<file path="src/rtl/specreg_pkg.sv">
// ============================================================================
// Module : specreg_pkg
// Shared command codes, flag indices and saved-context type for the status register.
// Rev    : 1.0
// ============================================================================
`default_nettype none

package specreg_pkg;

  localparam logic [3:0] UPD_HOLD     = 4'd0;
  localparam logic [3:0] UPD_BS       = 4'd1;
  localparam logic [3:0] UPD_ALU      = 4'd2;
  localparam logic [3:0] UPD_NZ       = 4'd3;
  localparam logic [3:0] UPD_V        = 4'd4;
  localparam logic [3:0] UPD_SWI      = 4'd5;
  localparam logic [3:0] UPD_RET      = 4'd6;
  localparam logic [3:0] UPD_BIOS_OFF = 4'd7;
  localparam logic [3:0] UPD_WRITE    = 4'd8;

  localparam int FLAG_N = 3;
  localparam int FLAG_Z = 2;
  localparam int FLAG_C = 1;
  localparam int FLAG_V = 0;

  localparam int CTX_FLAG_W = 4;
  localparam int CTX_MODE_W = 2;

  typedef struct packed {
    logic [CTX_FLAG_W-1:0] flags;
    logic [CTX_MODE_W-1:0] mode;
  } ctx_t;

endpackage

`default_nettype wire

</file>
<file path="src/rtl/context_lifo.sv">
// ============================================================================
// Module : context_lifo
// Saturating LIFO of saved contexts; illegal push/pop is dropped and flagged.
// Rev    : 1.0
// ============================================================================
`default_nettype none

module context_lifo #(
  parameter int WIDTH = 6,
  parameter int DEPTH = 4
) (
  input  logic                     clock,
  input  logic                     reset,
  input  logic                     push,
  input  logic                     pop,
  input  logic [WIDTH-1:0]         push_data,
  output logic [WIDTH-1:0]         top_data,
  output logic [$clog2(DEPTH):0]   count,
  output logic                     full,
  output logic                     empty,
  output logic                     overflow,
  output logic                     underflow
);

  localparam int AW = $clog2(DEPTH);
  localparam int CW = AW + 1;

  logic [WIDTH-1:0] r_mem [DEPTH];
  logic [CW-1:0]    r_count;
  logic [AW-1:0]    w_top_idx;
  logic             w_push_ok;
  logic             w_pop_ok;

  assign full      = (r_count == CW'(DEPTH));
  assign empty     = (r_count == '0);
  assign w_push_ok = push && !full;
  assign w_pop_ok  = pop && !push && !empty;
  assign overflow  = push && full;
  assign underflow = pop && !push && empty;
  assign w_top_idx = r_count[AW-1:0] - AW'(1);
  assign top_data  = r_mem[w_top_idx];
  assign count     = r_count;

  // Storage is never reset: entries above the count are don't-care.
  always_ff @(posedge clock) begin
    if (w_push_ok) begin
      r_mem[r_count[AW-1:0]] <= push_data;
    end
  end

  always_ff @(posedge clock) begin
    if (reset) begin
      r_count <= '0;
    end else if (w_push_ok) begin
      r_count <= r_count + CW'(1);
    end else if (w_pop_ok) begin
      r_count <= r_count - CW'(1);
    end
  end

endmodule

`default_nettype wire

</file>
<file path="src/rtl/status_reg_stack.sv">
// ============================================================================
// Module : status_reg_stack
// NZCV/mode/BIOS status register with nested exception context stack.
// Rev    : 1.0
// ============================================================================
`default_nettype none

module status_reg_stack
  import specreg_pkg::*;
#(
  parameter int FLAG_W    = 4,
  parameter int MODE_W    = 2,
  parameter int DEPTH     = 4,
  parameter int USER_MODE = 1,
  parameter int EXC_MODE  = 0
) (
  input  logic                       clock,
  input  logic                       reset,
  input  logic                       enable,
  input  logic [3:0]                 update_mode,
  input  logic                       irq_enter,
  input  logic [3:0]                 alu_flags,
  input  logic [2:0]                 bs_flags,
  input  logic [FLAG_W+MODE_W-1:0]   wr_data,
  output logic [FLAG_W-1:0]          flags,
  output logic [MODE_W-1:0]          mode,
  output logic                       is_bios,
  output logic [$clog2(DEPTH):0]     depth,
  output logic                       stack_overflow,
  output logic                       stack_underflow,
  output logic                       priv_fault
);

  logic [FLAG_W-1:0]        r_flags;
  logic [MODE_W-1:0]        r_mode;
  logic                     r_bios;
  logic                     r_ovf;
  logic                     r_unf;
  logic                     r_fault;

  logic [FLAG_W-1:0]        w_flags_nxt;
  logic [MODE_W-1:0]        w_mode_nxt;
  logic                     w_bios_nxt;
  logic                     w_fault_nxt;
  logic                     w_push;
  logic                     w_pop;
  logic [3:0]               w_cmd;
  logic [FLAG_W+MODE_W-1:0] w_top;
  logic                     w_full;
  logic                     w_empty;
  logic                     w_ovf;
  logic                     w_unf;

  context_lifo #(
    .WIDTH (FLAG_W + MODE_W),
    .DEPTH (DEPTH)
  ) u_lifo (
    .clock     (clock),
    .reset     (reset),
    .push      (w_push),
    .pop       (w_pop),
    .push_data ({r_flags, r_mode}),
    .top_data  (w_top),
    .count     (depth),
    .full      (w_full),
    .empty     (w_empty),
    .overflow  (w_ovf),
    .underflow (w_unf)
  );

  // An interrupt request replaces the whole command, flag updates included.
  assign w_cmd = irq_enter ? UPD_SWI : update_mode;

  always_comb begin
    w_flags_nxt = r_flags;
    w_mode_nxt  = r_mode;
    w_bios_nxt  = r_bios;
    w_fault_nxt = 1'b0;
    w_push      = 1'b0;
    w_pop       = 1'b0;
    if (enable) begin
      case (w_cmd)
        UPD_BS:   w_flags_nxt[FLAG_N:FLAG_C] = bs_flags;
        UPD_ALU:  w_flags_nxt = alu_flags;
        UPD_NZ:   w_flags_nxt[FLAG_N:FLAG_Z] = alu_flags[FLAG_N:FLAG_Z];
        UPD_V:    w_flags_nxt[FLAG_V] = alu_flags[FLAG_V];
        UPD_SWI: begin
          w_push = 1'b1;
          if (!w_full) w_mode_nxt = MODE_W'(EXC_MODE);
        end
        UPD_RET: begin
          w_pop = 1'b1;
          if (!w_empty) {w_flags_nxt, w_mode_nxt} = w_top;
        end
        UPD_BIOS_OFF: begin
          if (r_bios) begin
            w_bios_nxt = 1'b0;
            w_mode_nxt = MODE_W'(USER_MODE);
          end
        end
        UPD_WRITE: begin
          if (r_mode == '0) {w_flags_nxt, w_mode_nxt} = wr_data;
          else              w_fault_nxt = 1'b1;
        end
        default: ;
      endcase
    end
  end

  always_ff @(posedge clock) begin
    if (reset) begin
      r_flags <= '0;
      r_mode  <= '0;
      r_bios  <= 1'b1;
      r_ovf   <= 1'b0;
      r_unf   <= 1'b0;
      r_fault <= 1'b0;
    end else begin
      r_flags <= w_flags_nxt;
      r_mode  <= w_mode_nxt;
      r_bios  <= w_bios_nxt;
      r_ovf   <= r_ovf | w_ovf;
      r_unf   <= r_unf | w_unf;
      r_fault <= w_fault_nxt;
    end
  end

  assign flags           = enable ? r_flags : {FLAG_W{1'b1}};
  assign mode            = enable ? r_mode  : {MODE_W{1'b1}};
  assign is_bios         = r_bios;
  assign stack_overflow  = r_ovf;
  assign stack_underflow = r_unf;
  assign priv_fault      = r_fault & enable;

endmodule

`default_nettype wire

</file>
<file path="config.mk">
export PLATFORM = sky130hd
export DESIGN_NAME = status_reg_stack
export DESIGN_NICKNAME = d
export VERILOG_FILES = /design/src/rtl/specreg_pkg.sv /design/src/rtl/context_lifo.sv /design/src/rtl/status_reg_stack.sv
export SDC_FILE = /design/constraint.sdc
export NUM_CORES = 1
export LEC_CHECK = 0
export CAP_MARGIN = 20
export CORE_MARGIN = 5
export CORE_UTILIZATION = 53
export CTS_BUF_LIST = sky130_fd_sc_hd__clkbuf_16
export DETAILED_ROUTE_END_ITERATION = 7
export PLACE_DENSITY = 0.8
export REMOVE_ABC_BUFFERS = 1
export SLEW_MARGIN = 40
export SYNTH_ARGS = -nofsm -noshare
export SYNTH_HDL_FRONTEND = slang
export SYNTH_SLANG_ARGS = --single-unit
</file>
<file path="constraint.sdc">
create_clock -name clock -period 3.1 [get_ports clock]
set_clock_uncertainty 0.05 [all_clocks]
set_input_delay 0.465 -clock clock [delete_from_list [all_inputs] [get_ports clock]]
set_output_delay 0.465 -clock clock [all_outputs]
set_load 0.03 [all_outputs]
</file>
==> results.json, run 1 <==
{
  "swShare_pct": 24.6,
  "drtPass1Iterations": 4,
  "antenna-diode-count": 0,
  "end_kind": "primary output",
  "top_level_ports": 34,
  "synth.lib_cells_used.distinct": 57,
  "clkSinkCount": 37,
  "via_count": 1533,
  "synth_xor_xnor_area_share_pct": 1.31,
  "avgSynthCellArea_um2": 11.6,
  "finalMaxSlewViolations": 0,
  "largest_net_degree_at_the_start_of_global_routing": 17,
  "layout-drive-gt1-share_pct": 16.7,
  "worst_reg2reg_setup_slack_ns": 0.72,
  "intPower_mw": 0.933,
  "dominant_combinational_cell_family_by_area_after_synthesis": "simple AND/OR/NAND/NOR gates",
  "synth_enable_flop_cells": 24,
  "dp_cells": 255,
  "power_density_mw_per_mm2": 483,
  "initialDrtViolationCount": 133,
  "drv.max_cap_violation_count": 0,
  "dp.final_hpwl_um": 3410,
  "result_of_the_run": "finished, final reports clean",
  "crit_cells": 3,
  "hold_slack_ns": 0.429,
  "synth_compound_area_share_pct": 13.0,
  "slowest_stage_cell_cp": "clkdlybuf4s50_1",
  "power_frac_clock_pct": 37.6,
  "worst_pin_slew_ns": 0.583,
  "crit_family": "buffers and inverters",
  "worst_r2r_startpoint": "u_lifo.count[1]$_SDFFE_PP0P_",
  "overall_routed_net_length_um": 4650,
  "first_global_vias": 1568,
  "synthAdderAreaFrac_pct": 3.50,
  "setup_repair_after_global_routing_missed_its_margin": "no",
  "floorplan.die_area_mm2": 0.00510,
  "post_synth_inst_count": 173,
  "arrival_ns": 2.19,
  "path_common_cell": "clkdlybuf4s50_1",
  "setup-violations-final": 0,
  "grt_pass1_wl_um": 7480,
  "grt_antenna_before_repair": 0,
  "ant_nets": 0,
  "initial_core_utilization_pct": 54.6,
  "design_power_total_mw": 1.24,
  "rows": 22,
  "hold_violations": 0,
  "cts_clk_pin_slew_worst_paths_ns": 0.05,
  "worst_slew_margin_rel_pct": 61.0,
  "yosys.area_share.simple_pct": 21.8,
  "grt-ovfl-total": 0,
  "yosys_register_bits": 37,
  "root_buffer_master": "clkbuf_16",
  "worst-path-max-fanout": 16,
  "nets": 240,
  "clock_latency_ns": 0.27,
  "die_w_um": 71.4,
  "layout-area-overhead-vs-synth_pct": 28.0,
  "timing.hold.worst.class": "reg2reg",
  "crit_buf_inv": 2,
  "drt_drc_violations_left": 0,
  "ir_drop_mv": 0.360,
  "data_required_time_at_the_worst_endpoint_ns": 2.58,
  "cells_traversed_along_the_worst_timing_path": "clkdlybuf4s50_1 > and2_1 > clkdlybuf4s50_1",
  "number_of_h_tree_levels": 2,
  "groute.usage.overall_pct": 19.0,
  "synth_area_mm2": 0.00200,
  "crit_start": "enable",
  "synthesis.yosys.warnings": 0,
  "ys_dominant_reg_cell": "edfxtp_1",
  "asyncSetResetFlopFracSynth_pct": 0,
  "crit_type": "in2out",
  "p_leak_nw": 0.905,
  "worstSetupStartpointType": "input pin",
  "totalNegativeSetupSlack_ns": 0,
  "numCtsBuffers": 5,
  "hp-start": "stack_underflow$_SDFF_PP0_",
  "die_height_um": 71.4,
  "combinationalPowerShare_pct": 18.0,
  "synth_seq_area_share_pct": 49.0,
  "clock_tree.buffer_depth": 2,
  "cts.repair.resized": 0,
  "tritoncts": "built",
  "numPortBuffers": 33,
  "post_route_fraction_of_the_period_consumed_by_the_critical_path_pct": 87.3,
  "detail_route.wl_per_cell_um": 17.7,
  "core_region_area_mm2": 0.00366,
  "cp_slowest_stage_delay_ns": 0.84,
  "cp-endpoint": "priv_fault",
  "gp_routability_congestion": 0.843,
  "reg2reg_to": "u_lifo.count[2]$_SDFFE_PP0P_",
  "total_switching_power_mw": 0.304,
  "ff2ff_path_depth": 8,
  "share_seq_of_total_power_pct": 44.4,
  "layout_min_cycle_time_ns": 2.71,
  "cts_setup_buffers": 0,
  "via_per_inst": 5.83,
  "muxShareOfSynthArea_pct": 7.25,
  "max_clock_freq_mhz": 370,
  "hold_buffers": 0,
  "layoutNonFillerInstCount": 263
}
[power groups by stage]
stage               Combinational (mW)  Clock, mW  Sequential [mW]
global placement                 0.216          0            0.558
global route                     0.239      0.500            0.551
floorplan                        0.111          0            0.571
finish                           0.223      0.465            0.550
detailed placement               0.221          0            0.560
CTS                              0.223      0.470            0.550
[cell usage after synthesis, drive strengths merged (2+ instances only)]
library cell   n  area share (%)
edfxtp        24              36
nor2          19             4.1
dfxtp         13              13
inv           10             1.9
nand2          9             1.7
o21ai          9             2.4
nand2b         7             2.2
a21oi          6             1.5
buf            6             1.6
mux4           6             6.8
a221oi         5             3.1
ha             4             2.5
nand3          4             1.0
clkbuf         3            0.56
nor2b          3            0.94
nor3b          3             1.1
o31ai          3             1.1
a31oi          2            0.63
and3           2            0.88
nand4          2            0.94
nor3           2            0.50
nor4           2            0.94
nor4b          2             1.6
o2111ai        2            0.88
or2            2            0.63
or3            2            0.63
xnor2          2            0.88
[kinds of logic (layout without fill, tap and decap cells)]
family,Yosys count,after routing
AOI/OAI and AO/OA,35,35
muxes,7,7
DFF,37,37
and+or+nand+nor,67,67
buffers and inverters,19,61
xor gates and xnor gates,3,3
adders and majority gates,5,5
[cell type report]
class	count	area [um^2]
clock buffers	5	125
clock inverters	3	12.5
fillers	258	1100
inverters	10	37.5
multi-input cells	117	938
flip-flops and latches	37	981
well taps	48	60.1
repair buffers	43	405
[layer usage]
metal  part of all wire [%]  global-route usage [%]  vias up
li1                       -                       -      733
met1                     41                    22.6      727
met2                     52                    32.8       63
met3                    5.7                    6.17       10
met4                    1.8                    5.64        0
met5                      0                       0        -
[registers in the layout (all words and copies together), names as in the netlist]
register and flops:
is_bios 1, stack_underflow 1, stack_overflow 1, u_lifo.r_mem 24
r_mode 2, r_fault 1, r_flags 4, u_lifo.count 3
[worst min path at each step]
| stage | endpoint | slack, ns | cells after the start |
|---|---|---|---|
| global placement | stack_underflow$_SDFF_PP0_ | 0.41 | 2 |
| finish | stack_underflow$_SDFF_PP0_ | 0.43 | 2 |
| floorplan | u_lifo.r_mem[0][2]$_DFFE_PP_ | 0.41 | 0 |
| global route | is_bios$_SDFFE_PP1P_ | 0.48 | 2 |
| CTS | stack_underflow$_SDFF_PP0_ | 0.43 | 2 |
| detailed placement | stack_underflow$_SDFF_PP0_ | 0.42 | 2 |
[placed cells by master (no fill, tap or decap), drive strengths merged, types with 4 or more instances in the layout]
| master | synthesis | routed |
|---|---|---|
| dfxtp | 13 | 13 |
| inv | 10 | 12 |
| a221oi | 5 | 5 |
| ha | 4 | 4 |
| nand2 | 9 | 9 |
| buf | 6 | 10 |
| clkbuf | 3 | 5 |
| edfxtp | 24 | 24 |
| clkdlybuf4s50 | 0 | 33 |
| mux4 | 6 | 6 |
| a21oi | 6 | 6 |
| nor2 | 19 | 19 |
| nand2b | 7 | 7 |
| nand3 | 4 | 4 |
| o21ai | 9 | 9 |
[stage by stage]
step                      utilization [%]  area, um^2  setup WS, ns
after floorplan                         -        1960         0.510
after global placement               66.2        2420         0.348
after detailed placement             66.2        2420         0.223
after CTS                            69.9        2560         0.411
after global routing                 69.9        2560         0.280
final                                69.9        2560         0.395
[worst min-delay path, cell delays in order, from the launching register on]
cell and delay (ns):
dfxtp_1 0.33, a21oi_1 0.04, nor2_1 0.07
No activity file was read; power rests on OpenSTA's default activity.
==> run 2: changes to the inputs <==
ABC_AREA = 0   (was not set)
CTS_BUF_LIST = not set   (was sky130_fd_sc_hd__clkbuf_16)
GPL_ROUTABILITY_DRIVEN = 0   (was not set)
==> results.json, run 2 (synthesized netlist as in run 1, its figures left out) <==
{
  "initial_core_utilization_pct": 54.6,
  "worstSetupStartpointType": "input pin",
  "setup-violations-final": 0,
  "layout-area-overhead-vs-synth_pct": 25.1,
  "worst-path-max-fanout": 16,
  "finalMaxSlewViolations": 0,
  "ant_nets": 0,
  "dp.final_hpwl_um": 3410,
  "die_w_um": 71.4,
  "data_required_time_at_the_worst_endpoint_ns": 2.58,
  "stdcell_area_mm2": 0.00250,
  "fin_ws_ns": 0.403,
  "layout.cells.most_common": "clkdlybuf4s50_1",
  "worst_pin_slew_ns": 0.569,
  "layout-drive-gt1-share_pct": 16.7,
  "setup_repair_after_global_routing_missed_its_margin": "no",
  "clock_latency_ns": 0.29,
  "numCtsBuffers": 5,
  "largest_net_degree_at_the_start_of_global_routing": 17,
  "detail_route.wl_per_cell_um": 17.4,
  "cp_slowest_stage_delay_ns": 0.83,
  "crit_buf_inv": 2,
  "antenna-diode-count": 0,
  "cts_clk_pin_slew_worst_paths_ns": 0.07,
  "final_cell_mix": "clkdlybuf4s50_1 (33), edfxtp_1 (24), nor2_1 (17)",
  "max_clock_freq_mhz": 371,
  "first_global_vias": 1559,
  "totalNegativeSetupSlack_ns": 0,
  "clkSinkCount": 37,
  "end_kind": "primary output",
  "drtPass1Iterations": 4,
  "rows": 22,
  "arrival_ns": 2.18,
  "grt_antenna_before_repair": 0,
  "overall_routed_net_length_um": 4580,
  "top_level_ports": 34,
  "core_region_area_mm2": 0.00366,
  "tritoncts": "built",
  "floorplan.die_area_mm2": 0.00510,
  "final_util_pct": 68.4,
  "ir_drop_mv": 0.343,
  "nets": 240,
  "initialDrtViolationCount": 119,
  "grt_pass1_wl_um": 7330,
  "timing.hold.worst.class": "reg2reg",
  "via_count": 1519,
  "largest_register_ff_count": 24,
  "number_of_h_tree_levels": 2,
  "cts_setup_buffers": 0,
  "via_per_inst": 5.78,
  "cts.repair.resized": 0,
  "grt-ovfl-total": 0,
  "crit_type": "in2out",
  "worst_slew_margin_rel_pct": 61.9,
  "die_height_um": 71.4,
  "p_leak_nw": 0.871,
  "numPortBuffers": 33,
  "worst_reg2reg_setup_slack_ns": 0.72,
  "hold_buffers": 0,
  "crit_family": "buffers and inverters",
  "result_of_the_run": "finished, final reports clean",
  "dpl_cell_area_mm2": 0.00242,
  "drt_drc_violations_left": 0,
  "groute.usage.overall_pct": 18.6,
  "layout_min_cycle_time_ns": 2.70,
  "clock_tree.buffer_depth": 2,
  "power_density_mw_per_mm2": 435,
  "drv.max_cap_violation_count": 0,
  "detailedPlace.worstSlack_ns": 0.223,
  "slowest_stage_cell_cp": "clkdlybuf4s50_1",
  "cells_traversed_along_the_worst_timing_path": "clkdlybuf4s50_1 > and2_1 > clkdlybuf4s50_1",
  "hold_violations": 0,
  "root_buffer_master": "clkbuf_8",
  "path_common_cell": "clkdlybuf4s50_1",
  "post_route_fraction_of_the_period_consumed_by_the_critical_path_pct": 87.0
}
run 2: final timing paths:
| path | start | to | cells past startpoint |
|---|---|---|---|
| max reg2reg | u_lifo.count[1]$_SDFFE_PP0P_ | u_lifo.count[2]$_SDFFE_PP0P_ | 8 |
| max | enable | priv_fault | 3 |
| min reg2reg | stack_underflow$_SDFF_PP0_ | stack_underflow$_SDFF_PP0_ | 2 |
| min | stack_underflow$_SDFF_PP0_ | stack_underflow$_SDFF_PP0_ | 2 |
run 2: metal layers:
layer,wire [um],GRT usage [%],vias up
li1,-,-,731
met5,0,0,-
met1,1950,22.8,733
met3,228,6.17,10
met4,73,5.85,0
met2,2330,31.0,45
run 2: cell type report:
class / instances / area (um^2)
Tap cell: 48 / 60.1
Sequential cell: 37 / 981
Multi-Input combinational cell: 117 / 938
Clock buffer: 7 / 76.3
Inverter: 10 / 37.5
Clock inverter: 1 / 5.00
Timing Repair Buffer: 43 / 405
Fill cell: 266 / 1160
run 2: worst reg2reg max path, cell delays in order (launching register included):
cell and delay [ns]:
dfxtp_1 0.44, inv_1 0.10, ha_1 0.25, nand2_1 0.15
nand3_1 0.19, fa_1 0.50, o31ai_1 0.27, a21oi_1 0.10
a311oi_1 0.25
run 2: where the power goes:
part           switching [mW]  leakage, nW  total [mW]  internal [mW]
sequential            0.00962        0.340       0.548          0.539
clock                   0.160       0.0422       0.318          0.158
combinational           0.118        0.489       0.222          0.104
total                   0.288        0.871        1.09          0.800
run 2: through the flow:
stage	hold slack [ns]	cells	total power [mW]
final	0.433	263	1.09
after global routing	0.484	263	1.14
after CTS	0.436	263	1.09
after detailed placement	0.419	255	0.781
after global placement	0.410	255	0.774
after floorplan	0.410	164	0.682
==> run 3: changes to the inputs <==
CORE_MARGIN = 3   (was 5)
MAX_ROUTING_LAYER = met4   (was not set)
==> results.json, run 3 (synthesized netlist as in run 1, its figures left out) <==
{
  "hold_slack_ns": 0.429,
  "end_kind": "primary output",
  "nets": 238,
  "grt-ovfl-total": 0,
  "detailedPlace.worstSlack_ns": 0.183,
  "max_clock_freq_mhz": 371,
  "grt_pass1_wl_um": 7780,
  "antenna-diode-count": 0,
  "cts.repair.resized": 0,
  "cts_setup_buffers": 0,
  "final_cell_mix": "clkdlybuf4s50_1 (33), edfxtp_1 (24), nor2_1 (17)",
  "floorplan.die_area_mm2": 0.00455,
  "via_count": 1562,
  "die_w_um": 67.4,
  "power_density_mw_per_mm2": 451,
  "arrival_ns": 2.18,
  "rows": 21,
  "number_of_h_tree_levels": 2,
  "layoutNonFillerInstCount": 259,
  "design_power_total_mw": 1.13,
  "cts_clk_pin_slew_worst_paths_ns": 0.08,
  "layout-drive-gt1-share_pct": 16.9,
  "initial_core_utilization_pct": 57.3,
  "clock_tree.buffer_depth": 2,
  "p_leak_nw": 0.863,
  "tritoncts": "built",
  "largest_net_degree_at_the_start_of_global_routing": 17,
  "hold_buffers": 0,
  "grt_antenna_before_repair": 0,
  "worst-path-max-fanout": 16,
  "groute.usage.overall_pct": 24.2,
  "seq_area_um2": 981,
  "final_util_pct": 71.5,
  "totalNegativeSetupSlack_ns": 0,
  "numCtsBuffers": 5,
  "fin_ws_ns": 0.406,
  "data_required_time_at_the_worst_endpoint_ns": 2.58,
  "numPortBuffers": 33,
  "hold_violations": 0,
  "stdcell_area_mm2": 0.00250,
  "root_buffer_master": "clkbuf_8",
  "layout.cells.most_common": "clkdlybuf4s50_1",
  "result_of_the_run": "finished, final reports clean",
  "layout-area-overhead-vs-synth_pct": 24.9,
  "drt_drc_violations_left": 0,
  "dp.final_hpwl_um": 3420,
  "largest_register_ff_count": 24,
  "via_per_inst": 6.03,
  "finalMaxSlewViolations": 0,
  "setup_repair_after_global_routing_missed_its_margin": "no",
  "core_region_area_mm2": 0.00349,
  "die_height_um": 67.4,
  "worstSetupStartpointType": "input pin",
  "post_route_fraction_of_the_period_consumed_by_the_critical_path_pct": 86.9,
  "overall_routed_net_length_um": 4680,
  "drtPass1Iterations": 4,
  "first_global_vias": 1573,
  "timing.hold.worst.class": "reg2reg",
  "detail_route.wl_per_cell_um": 18.1,
  "initialDrtViolationCount": 117,
  "top_level_ports": 34,
  "drv.max_cap_violation_count": 0,
  "worst_slew_margin_rel_pct": 51.5,
  "crit_type": "in2out",
  "clock_latency_ns": 0.29,
  "layout_min_cycle_time_ns": 2.69,
  "nFillCells": 244,
  "footprint_of_the_multi_input_gates_um2": 938,
  "clkSinkCount": 37,
  "ir_drop_mv": 0.318,
  "ant_nets": 0,
  "setup-violations-final": 0,
  "dpl_cell_area_mm2": 0.00240,
  "dp_cells": 251,
  "worst_pin_slew_ns": 0.725
}
run 3: changes by cell type in the layout (fill, tap and decap cells not counted):
cell and delta:
buf_4 -2, clkinv_4 +1, clkinv_2 -1, clkbuf_1 -2, inv_6 +1, clkinvlp_4 +1
run 3: where the power goes:
group	internal (mW)	switching, mW
clock network	0.162	0.193
logic	0.103	0.120
registers	0.538	0.0103
run 3: final timing paths:
check | cells after the start | start | slack, ns | to
min | 2 | stack_underflow$_SDFF_PP0_ | 0.43 | stack_underflow$_SDFF_PP0_
max | 3 | enable | 0.41 | priv_fault
min reg2reg | 2 | stack_underflow$_SDFF_PP0_ | 0.43 | stack_underflow$_SDFF_PP0_
max reg2reg | 8 | u_lifo.count[1]$_SDFFE_PP0P_ | 0.66 | u_lifo.count[2]$_SDFFE_PP0P_
run 3: cell type report:
cell class	instances	area share, %
sequential	37	39.3
multi-input combinational	117	37.6
timing repair buffer	41	15.6
clock buffer	5	2.75
tap	46	2.30
inverter	10	1.50
clock inverter	3	1.00
run 3: per-layer routing:
metal	GRT usage [%]	wire (um)
met1	30.0	1920
met4	7.59	53
met5	-	0
met2	39.6	2450
met3	5.32	263
run 3: worst max-delay path, cell delays in order:
cell and delay, ns:
clkdlybuf4s50_1 0.83, and2_1 0.22, clkdlybuf4s50_1 0.66
